==> src/rtl/crc5_frame_tx_pkg.sv <==
// Shared types and constants for the CRC-5 transmit framer and its companion engine.
// Latency: n/a (package only).
// Backpressure: n/a (package only).
package crc5_frame_tx_pkg;

    localparam logic [7:0] SOF_BYTE_DEFAULT = 8'hA5;
    localparam logic [4:0] CRC5_INIT        = 5'h1F;
    localparam logic [4:0] CRC5_POLY        = 5'h05;

    typedef enum logic [2:0] {
        ST_IDLE     = 3'd0,
        ST_SOF      = 3'd1,
        ST_PAYLOAD  = 3'd2,
        ST_CRC_WAIT = 3'd3,
        ST_TRAILER  = 3'd4
    } state_e;

    // One byte of CRC-5 (x^5+x^2+1), MSB first, no reflection, no final xor.
    function automatic logic [4:0] crc5_next(input logic [4:0] crc, input logic [7:0] data);
        logic [4:0] c;
        c = crc;
        for (int i = 7; i >= 0; i--) begin
            if (c[4] ^ data[i]) begin
                c = {c[3:0], 1'b0} ^ CRC5_POLY;
            end else begin
                c = {c[3:0], 1'b0};
            end
        end
        return c;
    endfunction

endpackage

==> src/rtl/crc5_frame_tx_if.sv <==
// Byte stream with valid/ready handshake and end-of-frame marker.
// Latency: n/a (wires only).
// Backpressure: a byte moves on a cycle where valid and ready are both high.
interface crc5_frame_tx_if;
    logic       valid;
    logic [7:0] data;
    logic       last;
    logic       ready;

    modport master (output valid, output data, output last, input  ready);
    modport slave  (input  valid, input  data, input  last, output ready);
endinterface

==> src/rtl/crc5_frame_tx.sv <==
// Frames payload as SOF byte, payload bytes, CRC-5 trailer byte; drives the CRC engine.
// Latency: SOF one cycle after in_valid in IDLE; trailer two cycles after the last payload byte.
// Backpressure: payload is a combinational pass-through (in_ready = out_ready); SOF/trailer hold until out_ready.
module crc5_frame_tx
    import crc5_frame_tx_pkg::*;
#(
    parameter logic [7:0] SOF_BYTE = SOF_BYTE_DEFAULT,
    parameter int         LEN_W    = 8,
    parameter int         CNT_W    = 16
) (
    input  logic              ck,
    input  logic              rst,
    crc5_frame_tx_if.slave    in_if,
    crc5_frame_tx_if.master   out_if,
    output logic [7:0]        crc_data,
    output logic              crc_en,
    output logic              crc_clr,
    input  logic [4:0]        crc_value,
    output logic [LEN_W-1:0]  payload_len,
    output logic [CNT_W-1:0]  frame_count,
    output logic              busy
);

    state_e             state_q, state_d;
    logic [LEN_W-1:0]   len_q, len_d;
    logic [LEN_W-1:0]   payload_len_q, payload_len_d;
    logic [CNT_W-1:0]   frame_count_q, frame_count_d;

    // Next-state, stream outputs and engine strobes, all decoded from the current state.
    always_comb begin
        state_d       = state_q;
        len_d         = len_q;
        payload_len_d = payload_len_q;
        frame_count_d = frame_count_q;
        in_if.ready   = 1'b0;
        out_if.valid  = 1'b0;
        out_if.data   = 8'h00;
        out_if.last   = 1'b0;
        crc_data      = 8'h00;
        crc_en        = 1'b0;
        crc_clr       = 1'b0;
        case (state_q)
            ST_IDLE: begin
                crc_clr = 1'b1;
                len_d   = '0;
                // The pending byte is only looked at here, not consumed.
                if (in_if.valid) begin
                    state_d = ST_SOF;
                end
            end
            ST_SOF: begin
                out_if.valid = 1'b1;
                out_if.data  = SOF_BYTE;
                if (out_if.ready) begin
                    state_d = ST_PAYLOAD;
                end
            end
            ST_PAYLOAD: begin
                out_if.valid = in_if.valid;
                out_if.data  = in_if.data;
                in_if.ready  = out_if.ready;
                crc_data     = in_if.data;
                crc_en       = in_if.valid & out_if.ready;
                if (in_if.valid && out_if.ready) begin
                    len_d = len_q + 1'b1;
                    if (in_if.last) begin
                        state_d = ST_CRC_WAIT;
                    end
                end
            end
            ST_CRC_WAIT: begin
                // Engine registers the final byte during this cycle.
                state_d = ST_TRAILER;
            end
            ST_TRAILER: begin
                out_if.valid = 1'b1;
                out_if.data  = {3'b000, crc_value};
                out_if.last  = 1'b1;
                if (out_if.ready) begin
                    payload_len_d = len_q;
                    frame_count_d = frame_count_q + 1'b1;
                    state_d       = ST_IDLE;
                end
            end
            default: begin
                state_d = ST_IDLE;
            end
        endcase
    end

    // State and counters; reset drops any partial frame.
    always_ff @(posedge ck) begin
        if (rst) begin
            state_q       <= ST_IDLE;
            len_q         <= '0;
            payload_len_q <= '0;
            frame_count_q <= '0;
        end else begin
            state_q       <= state_d;
            len_q         <= len_d;
            payload_len_q <= payload_len_d;
            frame_count_q <= frame_count_d;
        end
    end

    assign payload_len = payload_len_q;
    assign frame_count = frame_count_q;
    assign busy        = (state_q != ST_IDLE);

endmodule

==> src/flat_wrapper.sv <==
// flat-port wrapper written by rule: the top's interface ports become plain ports
module crc5_frame_tx_flat import crc5_frame_tx_pkg::*;
#(
    parameter logic [7:0] SOF_BYTE = SOF_BYTE_DEFAULT,
    parameter int         LEN_W    = 8,
    parameter int         CNT_W    = 16
)
  (ck, rst, crc_data, crc_en, crc_clr, crc_value, payload_len, frame_count, busy, in_if_valid, in_if_data, in_if_last, in_if_ready, out_if_valid, out_if_data, out_if_last, out_if_ready);
  crc5_frame_tx_if in_if_i ();
  crc5_frame_tx_if out_if_i ();
  input  logic ck;
  input  logic rst;
  output logic [7:0] crc_data;
  output logic crc_en;
  output logic crc_clr;
  input  logic [4:0] crc_value;
  output logic [LEN_W-1:0] payload_len;
  output logic [CNT_W-1:0] frame_count;
  output logic busy;
  input wire logic [$bits(in_if_i.valid)-1:0] in_if_valid;
  input wire logic [$bits(in_if_i.data)-1:0] in_if_data;
  input wire logic [$bits(in_if_i.last)-1:0] in_if_last;
  output wire logic [$bits(in_if_i.ready)-1:0] in_if_ready;
  output wire logic [$bits(out_if_i.valid)-1:0] out_if_valid;
  output wire logic [$bits(out_if_i.data)-1:0] out_if_data;
  output wire logic [$bits(out_if_i.last)-1:0] out_if_last;
  input wire logic [$bits(out_if_i.ready)-1:0] out_if_ready;
  assign in_if_i.valid = in_if_valid;
  assign in_if_i.data = in_if_data;
  assign in_if_i.last = in_if_last;
  assign in_if_ready = in_if_i.ready;
  assign out_if_valid = out_if_i.valid;
  assign out_if_data = out_if_i.data;
  assign out_if_last = out_if_i.last;
  assign out_if_i.ready = out_if_ready;
  crc5_frame_tx #(.SOF_BYTE(SOF_BYTE), .LEN_W(LEN_W), .CNT_W(CNT_W)) u_core (.ck(ck), .rst(rst), .in_if(in_if_i), .out_if(out_if_i), .crc_data(crc_data), .crc_en(crc_en), .crc_clr(crc_clr), .crc_value(crc_value), .payload_len(payload_len), .frame_count(frame_count), .busy(busy));
endmodule
==> config.mk <==
export PLATFORM = sky130hd
export DESIGN_NAME = crc5_frame_tx_flat
export DESIGN_NICKNAME = d
export VERILOG_FILES = /design/src/rtl/crc5_frame_tx_pkg.sv /design/src/rtl/crc5_frame_tx_if.sv /design/src/rtl/crc5_frame_tx.sv /design/src/flat_wrapper.sv
export SDC_FILE = /design/constraint.sdc
export NUM_CORES = 1
export LEC_CHECK = 0
export CAP_MARGIN = 10
export CORE_MARGIN = 1.5
export CORE_UTILIZATION = 47
export DETAILED_ROUTE_END_ITERATION = 8
export PLACE_DENSITY = 0.89
export SLEW_MARGIN = 0
export SYNTH_ARGS = -nofsm -noshare
export SYNTH_HDL_FRONTEND = slang
export SYNTH_SLANG_ARGS = --single-unit
==> constraint.sdc <==
create_clock -name ck -period 2.8 [get_ports ck]
set_clock_uncertainty 0.05 [all_clocks]
set_input_delay 0.56 -clock ck [delete_from_list [all_inputs] [get_ports ck]]
set_output_delay 0.56 -clock ck [all_outputs]
set_load 0.02 [all_outputs]
# Yosys cells after proc, flatten, opt, wreduce, memory -nomap -nowiden
# Index checks and enable logic that the tools add are counted.
word_totals:
  romBits: 0
  latchBits: 0
  out_inout_bits: 46
  register_bits: 35
  mem_bits_rw: 0
  elab_cells: 39
  input_bits: 18
  n_memories: 0
op_classes:
  div: 0
  n_mux: 15
  n_eq_ne: 9
  shifts: 0
  n_mul: 0
  n_addsub: 2
  reduce_logical: 8
  n_bitwise: 1
  n_lt_le_gt_ge: 0
op_table:
  columns: ["operator", "n"]
  rows:
  - ["$pmux 8 s3", 1]
  - ["$add 16x1->16 const B", 1]
  - ["$mux 8", 2]
  - ["$pmux 8 s2", 1]
  - ["$mux 3", 5]
  - ["$pmux 3 s5", 1]
  - ["$add 8x1->8 const B", 1]
  - ["$ne 2x2->1 const B", 4]
  - ["$eq 3x2->1 const B", 2]
  - ["$reduce_and 5->1", 1]
  - ["$mux 1", 4]
  - ["$reduce_and 2->1", 2]
  - ["$eq 3x1->1 const B", 1]
  - ["$eq 3x3->1 const B", 1]
  - ["$logic_not 3->1", 1]
  - ["$reduce_bool 3->1", 1]
  - ["$ne 2x1->1 const B", 1]
  - ["$pmux 1 s2", 1]
  - ["$reduce_bool 2->1", 1]
  - ["$reduce_or 2->1", 1]
  - ["$and 1x1->1", 1]
  - ["$logic_and 1x1->1", 1]

# Longest topological paths before layout
logic_depth:
  word_depth: 3
  mapped_depth: 6
  mapped_depth_nobuf: 5

# Worst setup path after synthesis
# No wires, ideal clock.
synth_timing:
  path_type: "register -> output"
  from: "reg u_core.state_q[2]"
  to: "out out_if_data[0]"
  required_ns: 2.190
  path_slack_ns: 0.287
  arrival_time_ns: 1.903
  path_buffers: 1
  stages_incl_launch_ff: 5
  path_cell_list: "dfxtp_1 > clkbuf_1 > nor3b_1 > nand2_1 > o21ai_0"
synth_via:
  elab_chain_len: 2
  word_cells_on_any_way: 4
  cone_classes: "eq/ne: 3; mux: 1"
synth_lines:
  columns: ["item", "line_no", "source"]
  rows:
  - ["start, declared", "crc5_frame_tx.sv:24", "state_e state_q, state_d;"]
  - ["start signal, assigned", "crc5_frame_tx.sv:99", "state_q <= state_d;"]
  - ["$eq 3x3->1 (tied with other cells)", "crc5_frame_tx.sv:42", "case (state_q)"]
  - ["$pmux 8 s3 (*)", "crc5_frame_tx.sv:42", null]
  - ["end, declared", "flat_wrapper.sv:25", "output wire logic [$bits(out_if_i.data)-1:0] out_if_data;"]
# Every way passes the cells marked *; elsewhere a longest branch is shown, timed or not.

# Worst setup path in the final report
layout_timing:
  from: "reg u_core.state_q[0]"
  to: "out out_if_data[4]"
# The elaborated chain is that of the path after synthesis.

==> metrics <==
share of cells above drive strength 1 0.0766; CTS tree yes; Max rail drop VDD 349 µV; Startpoint Class flop; die width 62.7 µm; min-delay src u_core.payload_len[0]; worst slew pin tran 687 ps; fin nets 293; # rows 21; I/O pin count 64; DRT Pass-1 Iters 4; cell depth of the worst flop-to-flop path 4; Wirelength per Cell 12.7 µm; Syn Area/Cell 8.09 µm²; fillcell total 266; syn nets 227; part of the cycle the worst path needs 0.966; reg2reg start u_core.frame_count[7]; largest net degree at the start of global routing 19; Final Hold Vio Count 0; status finished, final reports clean; Rel. slew slack 0.536; gpl congestion 0.878; CTS HTree Levels 2; Die Footprint 3930 µm²; count of cell types in the netlist 35; CTS Buffer Depth 2; clock transition at the registers of the reported paths 100 ps; nature of the critical path endpoint primary output; ANT cells 0; leakage power 0.872 nW; Skew-Pair Late Insertion Delay 360 ps; Final setup viols 0; #FFs+latches synth 35; Total Power 1.03 mW; Design Area, Final 2460 µm²; top sig layer met4; Initial Utilization 0.494; hold path depth 2; Post-Syn Instances 207; synthesis-to-layout area growth 46.9%; worst r2r dst u_core.frame_count[15]; Hold Crit Class flop to flop; Routed Antenna Nets 0; clock sink total 35; post-CTS setup repair buffer count 0; max-slew violation total from the final report 0; routed wl met2 2040 µm; detailed-route via count 1,678; CP Max Fanout 11; gr usage total 0.214; unrepaired setup endpoints after global routing true; Synth Warn # 0; Via density 5.24; maxcap violations 0; register area share after synthesis 0.419; number of DRC violations after detailed routing 0; DR WL met3 132 µm; first-pass GRT wire length 6710 µm; WHS Endpoint u_core.payload_len[0]; WP data required 2190 ps; HPWL after DPL 2940 µm; number of global-route vias before repair 1,527; initial antenna violation count 0; Placement Cell Area 2360 µm²; f_max 370 MHz; PwrDens 419 nW/µm²; r2r setup slk 870 ps; area of the core 3390 µm²; Num CTS Buffers 5; met1 WL 1840 µm; Period minus WS final 2710 ps; WP data arrival 2100 ps; gr ovfl total 0; clock root cell clkbuf_4; routed wire length 4070 µm; Port Buffers 63; DIE HEIGHT 62.7 µm; critical path class flop to primary output; Post-Syn Area 1670 µm²; first-iteration detailed-routing DRC count 62
## layer usage
| metal | up-vias | track usage |
|---|---|---|
| met5 | - | 0 |
| met4 | 0 | 0.119 |
| met3 | 9 | 0.0432 |
| met2 | 32 | 0.375 |
| met1 | 782 | 0.242 |
| li1 | 855 | - |
## stage by stage
step                setup WS (ps)  cells  utilization  TNS (ps)  hold WS, ps
floorplan                     287    207            -         0          387
global placement              240    312        0.697         0          395
detailed placement            231    312        0.697         0          399
CTS                          6.65    320        0.723         0          417
global route                -9.12    320        0.726     -17.4          431
finish                       94.8    320        0.726         0          412
## flip-flops by register name, summed over array words and instances (netlist names)
name,cells
u_core.len_q,8
u_core.frame_count,16
u_core.payload_len,8
u_core.state_q,3
## final cells by class
type | count | area, µm² | share of cell area
Clock buffer | 6 | 51.3 | 0.0209
Clock inverter | 2 | 35.0 | 0.0142
Inverter | 3 | 11.3 | 0.00458
Multi-Input combinational cell | 159 | 926 | 0.376
Sequential cell | 35 | 703 | 0.286
Tap cell | 46 | 57.6 | 0.0234
Timing Repair Buffer | 69 | 676 | 0.275
## worst max-delay path, cell delays in order, from the launching register on
cell	delay (ps)
dfxtp_1	430
nor3b_1	260
buf_4	200
and2_1	160
a21o_1	90
clkdlybuf4s50_1	610
## synthesized netlist by cell type (all sizes together)
cell	n	area share
dfxtp	35	0.42
nand2	29	0.065
a21oi	24	0.072
nor2	20	0.045
and2	11	0.041
nand4	9	0.034
clkbuf	8	0.018
xor2	8	0.042
o21ai	7	0.021
nand3	6	0.018
or3	6	0.022
xnor2	6	0.031
a21o	3	0.013
and3	3	0.011
inv	3	0.0067
nor3	3	0.0090
or4	3	0.016
buf	2	0.0097
ha	2	0.015
nand2b	2	0.0075
nor2b	2	0.0075
nor3b	2	0.0090
nor4	2	0.0075
o31ai	2	0.0090
a21bo	1	0.0060
a22oi	1	0.0045
a2bb2oi	1	0.0052
and4bb	1	0.0075
mux2i	1	0.0060
nand4bb	1	0.0067
nor4b	1	0.0052
nor4bb	1	0.0060
o21bai	1	0.0045
## timing repair
item                                    in CTS  in global routing
resized for setup                            1                  4
endpoints found under the setup margin       1                  7
hold buffers                                 0                  0
## logic make-up (layout without fill, tap and decap cells)
logic type      Yosys count  count (layout)  synth area share
simple gates            102             102             0.318
compound gates           40              40             0.135
flops                    35              35             0.419
xor+xnor                 14              14            0.0732
buf+inv                  13              80            0.0344
fa+ha+maj                 2               2            0.0149
mux                       1               1           0.00598
## placed cells by master, fill, tap and decap left out, types with 2 or more instances in the layout
cell type        instances
nor4_1                   2
nor2_1                  20
inv_1                    3
dfxtp_1                 33
nand2_1                 29
nand2b_1                 2
clkbuf_4                 5
or3_1                    6
nand4_1                  9
and2_1                  11
a21o_1                   3
dfxtp_2                  2
o21ai_0                  7
nand3_1                  6
buf_4                    6
a21oi_1                 24
xor2_1                   8
o31ai_1                  2
nor3_1                   3
clkdlybuf4s50_1         63
or4_1                    2
and3_1                   3
xnor2_1                  6
ha_1                     2
nor3b_1                  2
## report_power, final
| group | switching (mW) | leakage [nW] | total (mW) | internal, mW |
|---|---|---|---|---|
| Sequential | 0.00687 | 0.283 | 0.507 | 0.500 |
| Clock | 0.178 | 0.0482 | 0.389 | 0.211 |
| Combinational | 0.0642 | 0.540 | 0.135 | 0.0706 |
## how the worst max path moves through the flow
stage                            startpoint                      to  slack, ps  cells after the start
after floorplan           u_core.state_q[2]          out_if_data[0]        290                      4
after global placement         out_if_ready                  crc_en        240                      3
after detailed placement       out_if_ready  u_core.frame_count[15]        230                      6
after CTS                 u_core.state_q[1]          out_if_data[0]          7                      4
after global routing      u_core.state_q[1]          out_if_data[1]         -9                      5
final                     u_core.state_q[0]          out_if_data[4]         90                      5
(Power assumes the default switching activity.)
